==> src/rtl/valu_issue_ctrl_if.sv <==
// Issue-controller bus: instruction handshake, register-file read port, ALU operand
// drive and byte-masked write-back, grouped so the controller takes a single port.
interface valu_issue_ctrl_if;
    // instr_valid/instr_ready: an instruction transfers on a rising edge where both are 1;
    // the source holds instr_valid and instr stable until that edge.
    logic        instr_valid;
    logic        instr_ready;
    logic [0:31] instr;
    logic [0:4]  rf_addr_a;
    logic [0:4]  rf_addr_b;
    logic [0:63] rf_data_a;
    logic [0:63] rf_data_b;
    logic [0:63] alu_rA;
    logic [0:63] alu_rB;
    logic [0:5]  alu_R_ins;
    logic [0:5]  alu_Op_code;
    logic [0:1]  alu_WW;
    logic [0:63] alu_result;
    logic        wb_valid;
    logic [0:4]  wb_addr;
    logic [0:63] wb_data;
    logic [0:7]  wb_mask;
    logic        illegal;

    modport slave (
        input  instr_valid, instr, rf_data_a, rf_data_b, alu_result,
        output instr_ready, rf_addr_a, rf_addr_b, alu_rA, alu_rB, alu_R_ins,
               alu_Op_code, alu_WW, wb_valid, wb_addr, wb_data, wb_mask, illegal
    );

    modport master (
        output instr_valid, instr, rf_data_a, rf_data_b, alu_result,
        input  instr_ready, rf_addr_a, rf_addr_b, alu_rA, alu_rB, alu_R_ins,
               alu_Op_code, alu_WW, wb_valid, wb_addr, wb_data, wb_mask, illegal
    );
endinterface

==> src/rtl/valu_issue_ctrl.sv <==
// Vector-ALU issue controller: decodes one R-type instruction, reads rA/rB, holds the
// operands on the ALU for EXEC_CYCLES cycles and issues a byte-masked write-back to rD.
module valu_issue_ctrl #(
    parameter int unsigned EXEC_CYCLES = 1
) (
    input  logic             clk,
    input  logic             rst_n,
    valu_issue_ctrl_if.slave bus,
    output logic [1:0]       dbg_state_o
);
    localparam logic [1:0] S_IDLE = 2'd0;
    localparam logic [1:0] S_READ = 2'd1;
    localparam logic [1:0] S_EXEC = 2'd2;
    localparam logic [1:0] S_WB   = 2'd3;

    localparam logic [0:5] OP_VALU   = 6'b101010;
    localparam logic [0:5] FUNC_MIN  = 6'b000001;
    localparam logic [0:5] FUNC_MAX  = 6'b010010;
    localparam logic [0:2] PPP_MAX   = 3'b100;
    localparam logic [3:0] EXEC_LAST = 4'(EXEC_CYCLES - 1);

    logic [1:0]  state_q, state_d;
    logic [0:4]  rd_q, rd_d;
    logic [0:4]  addr_a_q, addr_a_d;
    logic [0:4]  addr_b_q, addr_b_d;
    logic [0:2]  ppp_q, ppp_d;
    logic [0:5]  func_q, func_d;
    logic [0:5]  op_q, op_d;
    logic [0:1]  ww_q, ww_d;
    logic [3:0]  cnt_q, cnt_d;
    logic [0:63] alu_ra_q, alu_ra_d;
    logic [0:63] alu_rb_q, alu_rb_d;
    logic [0:5]  alu_rins_q, alu_rins_d;
    logic [0:5]  alu_op_q, alu_op_d;
    logic [0:1]  alu_ww_q, alu_ww_d;
    logic [0:63] wb_data_q, wb_data_d;
    logic [0:4]  wb_addr_q, wb_addr_d;
    logic [0:7]  wb_mask_q, wb_mask_d;
    logic        illegal_q, illegal_d;

    logic [0:5] dec_op, dec_func;
    logic [0:4] dec_rd, dec_ra, dec_rb;
    logic [0:2] dec_ppp;
    logic [0:1] dec_ww;
    logic       dec_legal;
    logic       accept;

    assign dec_op   = bus.instr[0:5];
    assign dec_rd   = bus.instr[6:10];
    assign dec_ra   = bus.instr[11:15];
    assign dec_rb   = bus.instr[16:20];
    assign dec_ppp  = bus.instr[21:23];
    assign dec_ww   = bus.instr[24:25];
    assign dec_func = bus.instr[26:31];

    assign dec_legal = (dec_op == OP_VALU) && (dec_func >= FUNC_MIN) &&
                       (dec_func <= FUNC_MAX) && (dec_ppp <= PPP_MAX);
    assign accept    = (state_q == S_IDLE) && bus.instr_valid;

    function automatic logic [0:7] ppp_mask(input logic [0:2] ppp);
        case (ppp)
            3'b000:  ppp_mask = 8'hFF;
            3'b001:  ppp_mask = 8'hF0;
            3'b010:  ppp_mask = 8'h0F;
            3'b011:  ppp_mask = 8'hAA;
            3'b100:  ppp_mask = 8'h55;
            default: ppp_mask = 8'h00;
        endcase
    endfunction

    always_comb begin
        state_d    = state_q;
        rd_d       = rd_q;
        addr_a_d   = addr_a_q;
        addr_b_d   = addr_b_q;
        ppp_d      = ppp_q;
        func_d     = func_q;
        op_d       = op_q;
        ww_d       = ww_q;
        cnt_d      = cnt_q;
        alu_ra_d   = alu_ra_q;
        alu_rb_d   = alu_rb_q;
        alu_rins_d = alu_rins_q;
        alu_op_d   = alu_op_q;
        alu_ww_d   = alu_ww_q;
        wb_data_d  = wb_data_q;
        wb_addr_d  = wb_addr_q;
        wb_mask_d  = wb_mask_q;
        illegal_d  = 1'b0;
        case (state_q)
            S_IDLE: begin
                if (accept) begin
                    if (dec_legal) begin
                        rd_d     = dec_rd;
                        addr_a_d = dec_ra;
                        addr_b_d = dec_rb;
                        ppp_d    = dec_ppp;
                        func_d   = dec_func;
                        op_d     = dec_op;
                        ww_d     = dec_ww;
                        state_d  = S_READ;
                    end else begin
                        illegal_d = 1'b1;
                    end
                end
            end
            S_READ: begin
                alu_ra_d   = bus.rf_data_a;
                alu_rb_d   = bus.rf_data_b;
                alu_rins_d = func_q;
                alu_op_d   = op_q;
                alu_ww_d   = ww_q;
                cnt_d      = 4'd0;
                state_d    = S_EXEC;
            end
            S_EXEC: begin
                if (cnt_q == EXEC_LAST) begin
                    wb_data_d = bus.alu_result;
                    wb_addr_d = rd_q;
                    wb_mask_d = ppp_mask(ppp_q);
                    cnt_d     = 4'd0;
                    state_d   = S_WB;
                end else begin
                    cnt_d = cnt_q + 4'd1;
                end
            end
            S_WB:    state_d = S_IDLE;
            default: state_d = S_IDLE;
        endcase
    end

    always_ff @(posedge clk or negedge rst_n) begin
        if (!rst_n) begin
            state_q    <= S_IDLE;
            rd_q       <= '0;
            addr_a_q   <= '0;
            addr_b_q   <= '0;
            ppp_q      <= '0;
            func_q     <= '0;
            op_q       <= '0;
            ww_q       <= '0;
            cnt_q      <= '0;
            alu_ra_q   <= '0;
            alu_rb_q   <= '0;
            alu_rins_q <= '0;
            alu_op_q   <= '0;
            alu_ww_q   <= '0;
            wb_data_q  <= '0;
            wb_addr_q  <= '0;
            wb_mask_q  <= '0;
            illegal_q  <= 1'b0;
        end else begin
            state_q    <= state_d;
            rd_q       <= rd_d;
            addr_a_q   <= addr_a_d;
            addr_b_q   <= addr_b_d;
            ppp_q      <= ppp_d;
            func_q     <= func_d;
            op_q       <= op_d;
            ww_q       <= ww_d;
            cnt_q      <= cnt_d;
            alu_ra_q   <= alu_ra_d;
            alu_rb_q   <= alu_rb_d;
            alu_rins_q <= alu_rins_d;
            alu_op_q   <= alu_op_d;
            alu_ww_q   <= alu_ww_d;
            wb_data_q  <= wb_data_d;
            wb_addr_q  <= wb_addr_d;
            wb_mask_q  <= wb_mask_d;
            illegal_q  <= illegal_d;
        end
    end

    // The synchronous register file samples the address on the accept edge itself, so the
    // decoded rA/rB are presented combinationally while a legal instruction is offered.
    assign bus.rf_addr_a   = (accept && dec_legal) ? dec_ra : addr_a_q;
    assign bus.rf_addr_b   = (accept && dec_legal) ? dec_rb : addr_b_q;
    assign bus.instr_ready = (state_q == S_IDLE);
    assign bus.alu_rA      = alu_ra_q;
    assign bus.alu_rB      = alu_rb_q;
    assign bus.alu_R_ins   = alu_rins_q;
    assign bus.alu_Op_code = alu_op_q;
    assign bus.alu_WW      = alu_ww_q;
    assign bus.wb_valid    = (state_q == S_WB);
    assign bus.wb_addr     = wb_addr_q;
    assign bus.wb_data     = wb_data_q;
    assign bus.wb_mask     = wb_mask_q;
    assign bus.illegal     = illegal_q;
    assign dbg_state_o     = state_q;
endmodule

==> src/flat_wrapper.sv <==
// flat-port wrapper written by rule: the top's interface ports become plain ports
module valu_issue_ctrl_flat 
#(
    parameter int unsigned EXEC_CYCLES = 1
)
  (clk, rst_n, dbg_state_o, bus_instr_valid, bus_instr, bus_rf_data_a, bus_rf_data_b, bus_alu_result, bus_instr_ready, bus_rf_addr_a, bus_rf_addr_b, bus_alu_rA, bus_alu_rB, bus_alu_R_ins, bus_alu_Op_code, bus_alu_WW, bus_wb_valid, bus_wb_addr, bus_wb_data, bus_wb_mask, bus_illegal);
  valu_issue_ctrl_if bus_i ();
  input  logic clk;
  input  logic rst_n;
  output logic [1:0] dbg_state_o;
  input wire logic [$bits(bus_i.instr_valid)-1:0] bus_instr_valid;
  input wire logic [$bits(bus_i.instr)-1:0] bus_instr;
  input wire logic [$bits(bus_i.rf_data_a)-1:0] bus_rf_data_a;
  input wire logic [$bits(bus_i.rf_data_b)-1:0] bus_rf_data_b;
  input wire logic [$bits(bus_i.alu_result)-1:0] bus_alu_result;
  output wire logic [$bits(bus_i.instr_ready)-1:0] bus_instr_ready;
  output wire logic [$bits(bus_i.rf_addr_a)-1:0] bus_rf_addr_a;
  output wire logic [$bits(bus_i.rf_addr_b)-1:0] bus_rf_addr_b;
  output wire logic [$bits(bus_i.alu_rA)-1:0] bus_alu_rA;
  output wire logic [$bits(bus_i.alu_rB)-1:0] bus_alu_rB;
  output wire logic [$bits(bus_i.alu_R_ins)-1:0] bus_alu_R_ins;
  output wire logic [$bits(bus_i.alu_Op_code)-1:0] bus_alu_Op_code;
  output wire logic [$bits(bus_i.alu_WW)-1:0] bus_alu_WW;
  output wire logic [$bits(bus_i.wb_valid)-1:0] bus_wb_valid;
  output wire logic [$bits(bus_i.wb_addr)-1:0] bus_wb_addr;
  output wire logic [$bits(bus_i.wb_data)-1:0] bus_wb_data;
  output wire logic [$bits(bus_i.wb_mask)-1:0] bus_wb_mask;
  output wire logic [$bits(bus_i.illegal)-1:0] bus_illegal;
  assign bus_i.instr_valid = bus_instr_valid;
  assign bus_i.instr = bus_instr;
  assign bus_i.rf_data_a = bus_rf_data_a;
  assign bus_i.rf_data_b = bus_rf_data_b;
  assign bus_i.alu_result = bus_alu_result;
  assign bus_instr_ready = bus_i.instr_ready;
  assign bus_rf_addr_a = bus_i.rf_addr_a;
  assign bus_rf_addr_b = bus_i.rf_addr_b;
  assign bus_alu_rA = bus_i.alu_rA;
  assign bus_alu_rB = bus_i.alu_rB;
  assign bus_alu_R_ins = bus_i.alu_R_ins;
  assign bus_alu_Op_code = bus_i.alu_Op_code;
  assign bus_alu_WW = bus_i.alu_WW;
  assign bus_wb_valid = bus_i.wb_valid;
  assign bus_wb_addr = bus_i.wb_addr;
  assign bus_wb_data = bus_i.wb_data;
  assign bus_wb_mask = bus_i.wb_mask;
  assign bus_illegal = bus_i.illegal;
  valu_issue_ctrl #(.EXEC_CYCLES(EXEC_CYCLES)) u_core (.clk(clk), .rst_n(rst_n), .bus(bus_i), .dbg_state_o(dbg_state_o));
endmodule
==> config.mk <==
export PLATFORM = sky130hd
export DESIGN_NAME = valu_issue_ctrl_flat
export DESIGN_NICKNAME = d
export VERILOG_FILES = /design/src/rtl/valu_issue_ctrl_if.sv /design/src/rtl/valu_issue_ctrl.sv /design/src/flat_wrapper.sv
export SDC_FILE = /design/constraint.sdc
export NUM_CORES = 1
export LEC_CHECK = 0
export BUFFER_PORTS_ARGS = -buffer_cell sky130_fd_sc_hd__buf_2
export CELL_PAD_IN_SITES_DETAIL_PLACEMENT = 0
export CELL_PAD_IN_SITES_GLOBAL_PLACEMENT = 1
export CORE_MARGIN = 10
export CORE_UTILIZATION = 36
export CTS_BUF_LIST = sky130_fd_sc_hd__clkbuf_16
export DETAILED_ROUTE_END_ITERATION = 12
export PLACE_DENSITY = 0.79
export SKIP_CTS_REPAIR_TIMING = 1
export SYNTH_ARGS = -nofsm -noshare
export SYNTH_HDL_FRONTEND = slang
export SYNTH_SLANG_ARGS = --single-unit
==> constraint.sdc <==
create_clock -name clk -period 4.54 [get_ports clk]
set_clock_uncertainty 0.1 [all_clocks]
set_input_delay 1.362 -clock clk [delete_from_list [all_inputs] [get_ports clk]]
set_output_delay 1.362 -clock clk [all_outputs]
set_load 0.005 [all_outputs]
==> results by group, run 1 <==
GRT
  – Gr usage total: 17.27%
  – First-pass GRT wire length: 47.92 mm
  – GRT Residual Overflow: 0
  – Pin count of the biggest net entering global routing: 98
  – Initial antenna violation count: 7
  – Vias in the first global route: 7690

Yosys
  – Syn Nets: 984
  – Cell count after synthesis: 751
  – Syn Area/Cell: 13.29 sq um
  – Area leader, netlist: dfrtp_1
  – Unique masters post-synth: 35
  – Mapped cell area: 9977 sq um
  – Synthesis warning total: 0
  – Top FF cell, synth: dfrtp_1
  – Sequential-to-total area share from yosys stat: 63.71%
  – Async S/R FF share, synth: 100.0%
  – Synth top area share: 63.71%
  – Largest cells by area after synthesis: dfrtp_1 64%, mux2_2 16%, nand2_1 8.1%, mux2_4 5.0%, clkbuf_1 0.75%
  – Post-synth EDFFs: 0
  – Yosys reg bits: 254

Worst hold path
  – Worst hold path type: flip-flop to flip-flop
  – Worst Hold Endpoint: u_core.op_q[0]
  – WHS Path Cells: 1
  – Worst hold start: u_core.op_q[0]

Layout
  – P&R area growth vs syn: 36.18%
  – Layout cell share with drive strength beyond 1: 56.51%
  – Filler cells: 2429
  – Post-route insts no fill: 1613
  – # nets final: 1448

STA
  – Fin crit share: 97.39%
  – FMAX: 226.2 MHz
  – Setup violations, final: 0
  – Hold WS: 0.3617 ns
  – Measured slew at the worst slew-check pin: 0.7890 ns
  – Slew HR: 47.40%
  – Fin crit period: 4.422 ns
  – Final setup margin: 0.1184 ns
  – RSZ-0062 raised after global routing: false
  – Final Hold Fails: 0
  – Total negative setup slack: 0 ns
  – Slew Viols, Final: 0

Detailed routing
  – DR WL/cell: 19.37 um
  – Routed Antenna Nets: 0
  – Initial DRC count: 284
  – Residual DRC: 0
  – Vias post-DR: 7257
  – Initial DRT Pass Iterations: 4
  – Routed WL: 31.25 mm
  – Via density per instance: 4.499

Worst setup path
  – Worst Path Required: 3.08 ns
  – Reg-to-reg endpoint: u_core.bus.wb_data[23]
  – R2R depth: 7
  – Critical path fanouts, max: 18
  – WS Path Type: input pin to output pin
  – R2r setup slk: 2.12 ns
  – Arr. time, crit path: 2.96 ns
  – Reg2reg start: u_core.cnt_q[0]
  – Crit. End Element: output pin
  – CP startpoint kind: input pin

Clocking
  – CTS tree: yes
  – Clk buf depth: 3
  – CTS sink cnt: 254
  – Clock slew at reported path FFs: 0.06 ns
  – TritonCTS Buffers: 28
  – Clk_lat worst skew: 0.54 ns
  – H-tree depth: 1
  – Clock root buffer: clkbuf_16

Power
  – Peak VDD IR: 0.3529 mV
  – Sw power: 0.003020 W
  – Reg power frac: 40.0%
  – Leak pwr: 7.204 nW
  – Switching share of power: 33.01%
  – Int Power: 0.006128 W
  – Clock power share: 23.2%
  – P per Cell Area: 673.3 nW/um^2
  – Combinational group share of total power: 36.8%

Floorplan
  – Ports: 461
  – Die area: 34770 sq um
  – Core area: 27100 sq um
  – Die Wd: 186.5 um
  – # rows: 60
  – Starting Density: 36.81%
  – Die H: 186.5 um

Status
  – Outcome: finished clean

Place
  – IO Port Bufs: 460
  – Post-DP HPWL: 24.22 mm
  – DP Worst Slack: -0.1901 ns
  – GP Congestion: 0.7896
  – Cell count after placement: 1557

Flow run
  – Maximum capacitance violations: 0
[registers in the layout (all words and copies together), names as in the netlist, 5 cells and up]
signal,count
u_core.bus.wb_addr,5
u_core.op_q,6
u_core.bus.wb_data,64
u_core.addr_b_q,5
u_core.bus.alu_rA,64
u_core.func_q,6
u_core.bus.alu_Op_code,6
u_core.rd_q,5
u_core.bus.alu_R_ins,6
u_core.bus.alu_rB,64
u_core.addr_a_q,5
[cell usage after synthesis, drive strengths merged, types with 2 or more instances]
master  count
or2         3
nor2        3
and3b       2
a211oi      2
nand3       8
clkbuf     20
o21ai       4
a21oi       3
o31ai       3
nor2b       6
mux2      177
dfrtp     254
ha          6
nand2     215
a21o        4
inv         5
buf        23
[worst max-delay path by stage]
stage / cells after the start / from / to
global route: 8 / bus_instr[26] / bus_rf_addr_a[0]
CTS: 8 / bus_instr[26] / bus_rf_addr_a[3]
finish: 8 / bus_instr[26] / bus_rf_addr_b[2]
floorplan: 6 / bus_instr[0] / bus_rf_addr_a[0]
global placement: 8 / bus_instr[26] / bus_rf_addr_b[4]
detailed placement: 8 / bus_instr[26] / bus_rf_addr_a[3]
[kinds of logic (layout without fill, tap and decap cells)]
family / count (synthesis) / count (layout) / synth area share, %
flip-flops: 254 / 254 / 63.71
AND/OR/NAND/NOR: 245 / 245 / 10.03
multiplexers: 178 / 178 / 21.32
buffers and inverters: 48 / 534 / 2.797
AO/OA/AOI/OAI: 20 / 20 / 1.392
adder cells (fa/ha/maj): 6 / 6 / 0.7524
other: 0 / 4 / 0
[cell type report]
| type | instances | area [sq um] | area share (%) |
|---|---|---|---|
| sequential | 254 | 6356 | 46.78 |
| multi-input combinational | 449 | 3373 | 24.83 |
| timing repair buffer | 477 | 2502 | 18.42 |
| clock buffer | 28 | 700.7 | 5.157 |
| tap | 372 | 465.4 | 3.426 |
| clock inverter | 24 | 160.2 | 1.179 |
| inverter | 5 | 18.77 | 0.1381 |
| antenna | 4 | 10.01 | 0.07367 |
[stage by stage]
step / instance area (sq um) / utilization (%) / total power [W]
floorplan: 9977 / - / 0.005475
global placement: 12700 / 46.87 / 0.007067
detailed placement: 12700 / 46.87 / 0.007156
CTS: 13560 / 50.04 / 0.009320
global route: 13580 / 50.12 / 0.009824
finish: 13590 / 50.13 / 0.009148
[metal layers]
layer / GRT usage (%) / wire length [um] / part of all wire, %
met1: 19.61 / 12010 / 38
met2: 30.79 / 16140 / 52
met3: 6.164 / 2687 / 8.6
met4: 3.071 / 391 / 1.3
met5: 0 / 23 / 0.074
[worst max-delay path, stage by stage]
cell and delay [ns]:
buf_2 0.12, nor4b_4 0.31, buf_4 0.16, and3_1 0.15, and3b_2 0.23, buf_12 0.18, mux2_4 0.31, buf_2 0.13
[power groups by stage]
stage	clock [W]	combinational, W	sequential, W
6_report	0.00212	0.00337	0.00366
5_1_grt	0.00229	0.00374	0.00379
4_1_cts	0.00219	0.00347	0.00366
3_5_place_dp	0	0.00346	0.00369
3_3_place_gp	0	0.00342	0.00365
2_1_floorplan	0	0.00171	0.00377
[cells in the final DEF, fill, tap and decap left out, types with 2 or more instances in the layout]
cell / synthesis / routed
buf_2: 13 / 459
dfrtp_1: 254 / 254
nand2_1: 215 / 214
mux2_2: 144 / 144
mux2_4: 33 / 33
clkbuf_16: 0 / 28
inv_1: 5 / 13
buf_4: 5 / 12
clkinv_1: 0 / 9
nand3_1: 8 / 8
nor2b_1: 6 / 6
ha_1: 6 / 5
buf_12: 3 / 5
diode_2: 0 / 4
o21ai_0: 4 / 4
a21o_1: 4 / 4
clkinv_2: 0 / 4
a21oi_1: 3 / 3
o31ai_1: 3 / 3
or2_2: 3 / 3
nor2_1: 2 / 2
a211oi_1: 2 / 2
bufinv_16: 0 / 2
(Power assumes the default switching activity.)
==> inputs of run 2 (changes only) <==
--- a/config.mk
+++ b/config.mk
@@ -9,11 +9,13 @@
 export CELL_PAD_IN_SITES_DETAIL_PLACEMENT = 0
 export CELL_PAD_IN_SITES_GLOBAL_PLACEMENT = 1
 export CORE_MARGIN = 10
-export CORE_UTILIZATION = 36
+export CORE_UTILIZATION = 39
 export CTS_BUF_LIST = sky130_fd_sc_hd__clkbuf_16
 export DETAILED_ROUTE_END_ITERATION = 12
-export PLACE_DENSITY = 0.79
+export PLACE_DENSITY = 0.85
+export REMOVE_ABC_BUFFERS = 1
 export SKIP_CTS_REPAIR_TIMING = 1
 export SYNTH_ARGS = -nofsm -noshare
 export SYNTH_HDL_FRONTEND = slang
 export SYNTH_SLANG_ARGS = --single-unit
+export TNS_END_PERCENT = 20
==> constraint.sdc (replaced) <==
create_clock -name clk -period 5.3 [get_ports clk]
set_clock_uncertainty 0.1 [all_clocks]
set_input_delay 1.59 -clock clk [delete_from_list [all_inputs] [get_ports clk]]
set_output_delay 1.59 -clock clk [all_outputs]
set_load 0.005 [all_outputs]
==> run 2 against run 1 <==
Cell area shrank 1.1%. Sequential share of layout area increased by 0.54 points. Critical path depth shrank 1. Hold slack gained 0.0058 ns. Combinational power shrank 15%. Routed wire length is 2.5% lower. Non-clock buffer count down 7. Count of clock-buffer cells in the layout shrank 1. First-iteration DRC count grew 30%. Critical path type unchanged.
==> results by group, run 2 (same netlist as run 1, synthesis figures left out) <==
Detailed routing
  – Routed WL: 30.47 mm
  – Via density per instance: 4.607
  – Initial DRT Pass Iterations: 6
  – Highest routed layer: met4
  – Residual DRC: 0
  – Met2 WL: 15.73 mm
  – Routed Antenna Nets: 0
  – Vias post-DR: 7187
  – Wire length on met1: 11.47 mm
  – DR WL/cell: 19.53 um
  – Met3 wire len: 2.662 mm
  – Initial DRC count: 370

GRT
  – GRT Residual Overflow: 0
  – Pin count of the biggest net entering global routing: 103
  – Gr usage total: 18.07%
  – First-pass GRT wire length: 46.68 mm
  – Initial antenna violation count: 7
  – Vias in the first global route: 7791

Worst setup path
  – Worst Path Required: 3.61 ns
  – Arr. time, crit path: 3.27 ns
  – CP startpoint kind: input pin
  – Crit. End Element: output pin
  – CP dominant cell by count: buf_2
  – Critical path fanouts, max: 31
  – CP bufs+invs: 3
  – WS Path Type: input pin to output pin
  – Crit path cell chain: buf_2, a211o_1, a22oi_2, and3b_2, buf_12, mux2_4, buf_2
  – Crit-path leading delay family: compound AO/OA/AOI/OAI gates
  – CP max stage delay: 0.32 ns
  – Critical-path top delay cell: mux2_4

Power
  – Clock power share: 23.7%
  – Leak pwr: 7.128 nW
  – Combinational group share of total power: 36.4%
  – P per Cell Area: 585.9 nW/um^2
  – Peak VDD IR: 0.3673 mV
  – Final Power: 0.007870 W
  – Switching share of power: 32.79%
  – Int Power: 0.005289 W
  – Sw power: 0.002581 W
  – Reg power frac: 39.9%

STA
  – RSZ-0062 raised after global routing: false
  – FMAX: 201.5 MHz
  – Final Hold Fails: 0
  – Slew Viols, Final: 0
  – Measured slew at the worst slew-check pin: 0.8780 ns
  – Setup violations, final: 0
  – Fin crit share: 93.64%
  – Fin crit period: 4.963 ns
  – Slew HR: 41.46%

Place
  – GP Congestion: 0.7858
  – Placement Cell Area: 12560 sq um
  – IO Port Bufs: 460
  – Post-DP HPWL: 23.43 mm
  – Cell count after placement: 1508

Worst hold path
  – Worst hold path type: flip-flop to flip-flop

Floorplan
  – Ports: 461
  – Die area: 32380 sq um
  – Starting Density: 39.62%
  – Core area: 25180 sq um
  – Die H: 179.9 um
  – # rows: 58
  – Die Wd: 179.9 um

Clocking
  – H-tree depth: 1
  – Clock slew at reported path FFs: 0.06 ns
  – CTS sink cnt: 254
  – CTS tree: yes
  – Clk_lat worst skew: 0.52 ns
  – Clk buf depth: 3
  – TritonCTS Buffers: 27
  – Clock root buffer: clkbuf_16

Status
  – Outcome: finished clean

Layout
  – Multi-input logic area: 3358 sq um
  – P&R area growth vs syn: 34.62%
  – Post-route insts no fill: 1560
  – Register area: 6356 sq um
  – Fin area: 13430 sq um
  – Filler cells: 2269
  – # nets final: 1440
  – Most frequent cells in the layout: 459 x buf_2, 254 x dfrtp_1, 214 x nand2_1, 144 x mux2_2, 33 x mux2_4
  – Commonest non-fill, non-tap cell in the layout: buf_2
  – Layout cell share with drive strength beyond 1: 56.50%

Flow run
  – Maximum capacitance violations: 0
==> run 2: changes by cell type in the layout (fill, tap and decap cells not counted), sizes merged <==
cell      change
inv           -4
buf           -7
bufinv        +2
clkinv        -5
clkinvlp      +1
clkbuf        -1
diode         +3
==> run 2: cell type report <==
cell class / instances / area share, %
clock inverters: 18 / 1.341
multi-input cells: 449 / 25.00
well taps: 330 / 3.074
inverters: 5 / 0.1397
flip-flops and latches: 254 / 47.32
clock buffers: 27 / 5.030
diodes: 7 / 0.1304
repair buffers: 470 / 17.96
==> run 2: path summary, 6_finish.rpt <==
path	startpoint	end	slack [ns]	cells after the start
worst max-delay path	bus_instr[0]	bus_rf_addr_a[4]	0.34	7
worst min-delay path	u_core.bus.wb_addr[2]	u_core.bus.wb_addr[2]	0.37	2
worst max register to register	u_core.cnt_q[0]	u_core.bus.wb_data[53]	2.60	7
worst min register to register	u_core.bus.wb_addr[2]	u_core.bus.wb_addr[2]	0.37	2
max in group asynchronous	rst_n	u_core.bus.alu_rB[63]	3.16	2
min in group asynchronous	rst_n	u_core.bus.wb_data[46]	1.00	1
==> run 2: power groups by stage <==
stage / logic (W) / clock network (W) / registers [W]
after CTS: 0.00294 / 0.00191 / 0.00315
after floorplan: 0.00148 / 0 / 0.00323
after detailed placement: 0.00294 / 0 / 0.00316
after global placement: 0.00289 / 0 / 0.00312
final: 0.00286 / 0.00186 / 0.00314
after global routing: 0.00318 / 0.00199 / 0.00326
==> run 2: worst min-delay path, cell delays in order (launching register included) <==
cell and delay (ns):
dfrtp_1 0.33, nand2_1 0.05, nand2_1 0.05
==> run 2: layer usage <==
| metal | global-route usage (%) | vias up |
|---|---|---|
| li1 | - | 3407 |
| met1 | 19.86 | 3444 |
| met2 | 32.81 | 298 |
| met3 | 5.823 | 38 |
| met4 | 4.730 | 0 |
| met5 | 0 | - |
==> run 2: through the flow <==
| stage | setup TNS [ns] | hold WS, ns | util (%) | setup WS [ns] |
|---|---|---|---|---|
| 2_1_floorplan | -2.966 | 0.3334 | - | -0.2966 |
| 3_3_place_gp | 0 | 0.3494 | 49.87 | 0.3605 |
| 3_5_place_dp | 0 | 0.3564 | 49.87 | 0.3353 |
| 4_1_cts | 0 | 0.3710 | 53.27 | 0.3321 |
| 5_1_grt | 0 | 0.3870 | 53.33 | 0.2570 |
| 6_report | 0 | 0.3674 | 53.34 | 0.3369 |
==> inputs of run 3 (changes only) <==
--- a/config.mk
+++ b/config.mk
@@ -5,14 +5,15 @@
 export SDC_FILE = /design/constraint.sdc
 export NUM_CORES = 1
 export LEC_CHECK = 0
+export ABC_AREA = 1
 export BUFFER_PORTS_ARGS = -buffer_cell sky130_fd_sc_hd__buf_2
 export CELL_PAD_IN_SITES_DETAIL_PLACEMENT = 0
 export CELL_PAD_IN_SITES_GLOBAL_PLACEMENT = 1
 export CORE_MARGIN = 10
-export CORE_UTILIZATION = 39
+export CORE_UTILIZATION = 37
 export CTS_BUF_LIST = sky130_fd_sc_hd__clkbuf_16
 export DETAILED_ROUTE_END_ITERATION = 12
-export PLACE_DENSITY = 0.85
+export PLACE_DENSITY = 0.83
 export REMOVE_ABC_BUFFERS = 1
 export SKIP_CTS_REPAIR_TIMING = 1
 export SYNTH_ARGS = -nofsm -noshare
==> run 3 against run 2 <==
Hold slack got worse by 0.0064 ns. Global-route usage decreased by 0.39 points. Fmax increased by 3.4%. Critical path depth increased by 4. Non-clock buffer count decreased by 2. Combinational power about the same. Worst setup slack improved by 0.16 ns. Routed wire length increased by 1.7%. Core utilization decreased by 2.5 points. Count of clock-buffer cells in the layout increased by 2. Critical endpoint unchanged.
==> results by group, run 3 <==
Detailed routing
  – Initial DRC count: 383
  – Vias post-DR: 7407
  – Initial DRT Pass Iterations: 4
  – Routed WL: 30.99 mm
  – Residual DRC: 0
  – DR WL/cell: 18.84 um
  – Routed Antenna Nets: 0
  – Via density per instance: 4.503

Layout
  – Finished Core Util: 50.84%
  – # nets final: 1514
  – Commonest non-fill, non-tap cell in the layout: buf_2
  – Most frequent cells in the layout: 459 x buf_2, 314 x nand2_1, 254 x dfrtp_1, 137 x mux2_2, 29 x clkbuf_16
  – P&R area growth vs syn: 35.93%
  – Post-route insts no fill: 1645
  – Layout cell share with drive strength beyond 1: 50.19%

Yosys
  – Multiplexer area fraction after synthesis: 15.87%
  – Unique masters post-synth: 23
  – Post-synthesis simple-gate area fraction: 13.95%
  – Post-synthesis adder-cell area fraction: 0.7724%
  – Post-synthesis xor/xnor area fraction: 0.09011%
  – Area leader, netlist: dfrtp_1
  – Yosys reg bits: 254
  – Synth top area share: 65.40%
  – Post-synth EDFFs: 0
  – Largest cells by area after synthesis: dfrtp_1 65%, mux2_2 16%, nand2_1 12%, buf_2 0.98%, ha_1 0.77%
  – Mapped cell area: 9719 sq um
  – Syn Area/Cell: 11.81 sq um
  – Cell count after synthesis: 823
  – Top FF cell, synth: dfrtp_1
  – Count leader, synth: nand2_1
  – Post-synth top cells: 314 x nand2_1, 254 x dfrtp_1, 137 x mux2_2
  – Synthesis warning total: 0
  – Synth Area in Compound Gates: 1.004%
  – Sequential-to-total area share from yosys stat: 65.40%
  – Async S/R FF share, synth: 100.0%
  – Combinational family with the most area after synthesis: multiplexers

GRT
  – GRT Residual Overflow: 0
  – Pin count of the biggest net entering global routing: 117
  – Vias in the first global route: 7937
  – First-pass GRT wire length: 46.62 mm
  – Initial antenna violation count: 9
  – Gr usage total: 17.69%

Worst setup path
  – Crit path cell chain: buf_2, nor2_1, nand2_1, nand2_1, nand2_2, nor2_4, nand3_4, inv_2, nand2_1, nand2_1, buf_2
  – WS Path Type: input pin to output pin
  – CP dominant cell by count: nand2_1
  – CP startpoint kind: input pin
  – Crit-path leading delay family: simple AND/OR/NAND/NOR gates
  – Critical path fanouts, max: 16
  – Critical-path top delay cell: inv_2
  – CP bufs+invs: 3
  – CP max stage delay: 0.28 ns
  – Worst Path Required: 3.61 ns
  – Reg2reg start: u_core.dbg_state_o[1]
  – R2R depth: 4
  – Reg-to-reg endpoint: u_core.bus.alu_rB[31]
  – Arr. time, crit path: 3.11 ns
  – Crit. End Element: output pin
  – R2r setup slk: 2.90 ns

STA
  – Measured slew at the worst slew-check pin: 0.9361 ns
  – Total negative setup slack: 0 ns
  – Slew Viols, Final: 0
  – Fin crit share: 90.55%
  – Slew HR: 37.59%
  – FMAX: 208.4 MHz
  – RSZ-0062 raised after global routing: false
  – Final Hold Fails: 0
  – Fin crit period: 4.799 ns
  – Setup violations, final: 0

Clocking
  – CTS tree: yes
  – Clk buf depth: 3
  – H-tree depth: 1
  – CTS sink cnt: 254
  – Clock root buffer: clkbuf_16
  – Clock slew at reported path FFs: 0.06 ns
  – Clk_lat worst skew: 0.53 ns
  – TritonCTS Buffers: 28

Floorplan
  – Die H: 182.1 um
  – Die Wd: 182.1 um
  – Ports: 461
  – # rows: 59
  – Core area: 25980 sq um
  – Die area: 33150 sq um
  – Starting Density: 37.40%

Power
  – Final Power: 0.007809 W
  – P per Cell Area: 591.1 nW/um^2
  – Peak VDD IR: 0.3856 mV
  – Leak pwr: 7.165 nW

Place
  – Post-DP HPWL: 23.93 mm
  – GP Congestion: 0.7612
  – IO Port Bufs: 460
  – Cell count after placement: 1586

Status
  – Outcome: finished clean

Worst hold path
  – Worst Hold Endpoint: u_core.op_q[2]
  – WHS Path Cells: 1
  – Worst hold start: u_core.op_q[2]
  – Worst hold path type: flip-flop to flip-flop

Flow run
  – Maximum capacitance violations: 0
==> run 3: how the worst max path moves through the flow <==
stage / startpoint / to / cells past startpoint
floorplan: u_core.dbg_state_o[1] / u_core.bus.alu_Op_code[2] / 3
global placement: bus_instr[2] / bus_rf_addr_a[4] / 11
detailed placement: bus_instr[2] / bus_rf_addr_a[4] / 11
CTS: bus_instr[2] / bus_rf_addr_a[4] / 11
global route: bus_instr[2] / bus_rf_addr_a[4] / 11
finish: bus_instr[2] / bus_rf_addr_a[4] / 11
==> run 3: area by class of cell <==
| type | instances | area [sq um] |
|---|---|---|
| clock buffer | 29 | 725.7 |
| inverter | 19 | 71.32 |
| fill | 2440 | 12770 |
| sequential | 254 | 6356 |
| tap | 335 | 419.2 |
| multi-input combinational | 510 | 3093 |
| clock inverter | 23 | 131.4 |
| antenna | 7 | 17.52 |
| timing repair buffer | 468 | 2397 |
==> run 3: stage by stage <==
step	cell area, sq um	worst slack, ns	hold slack, ns
finish	13210	0.5009	0.3610
global route	13210	0.2814	0.3733
CTS	13190	0.4408	0.3586
detailed placement	12340	0.4356	0.3430
global placement	12340	0.5035	0.3408
floorplan	9508	0.7106	0.3226
==> run 3: cell families (layout without fill, tap and decap cells) <==
group                    Yosys count  count (layout)
other                              0               7
adder cells (fa/ha/maj)            6               6
AO/OA/AOI/OAI                     19              19
multiplexers                     137             137
buffers and inverters             59             539
XOR/XNOR                           1               1
AND/OR/NAND/NOR                  347             347
flip-flops                       254             254
==> run 3: layer usage <==
| metal | wire, um | part of all wire, % | global-route usage [%] | vias up |
|---|---|---|---|---|
| li1 | - | - | - | 3561 |
| met3 | 2651 | 8.6 | 6.231 | 40 |
| met1 | 11470 | 37 | 19.24 | 3514 |
| met4 | 606 | 2.0 | 4.816 | 4 |
| met5 | 34 | 0.11 | 0 | - |
| met2 | 16220 | 52 | 31.85 | 288 |
==> run 3: worst reg2reg max path, cell delays in order (launching register included) <==
cell and delay (ns):
dfrtp_1 0.42, inv_1 0.13, ha_4 0.47, buf_4 0.69
mux2_2 0.47
==> run 3: power by group <==
part	total, W	leakage (nW)	internal (W)	switching, W
clock	0.00180	0.451	0.00103	0.000766
combinational	0.00286	3.63	0.00142	0.00144
sequential	0.00314	3.09	0.00275	0.000395
total	0.00781	7.17	0.00520	0.00260
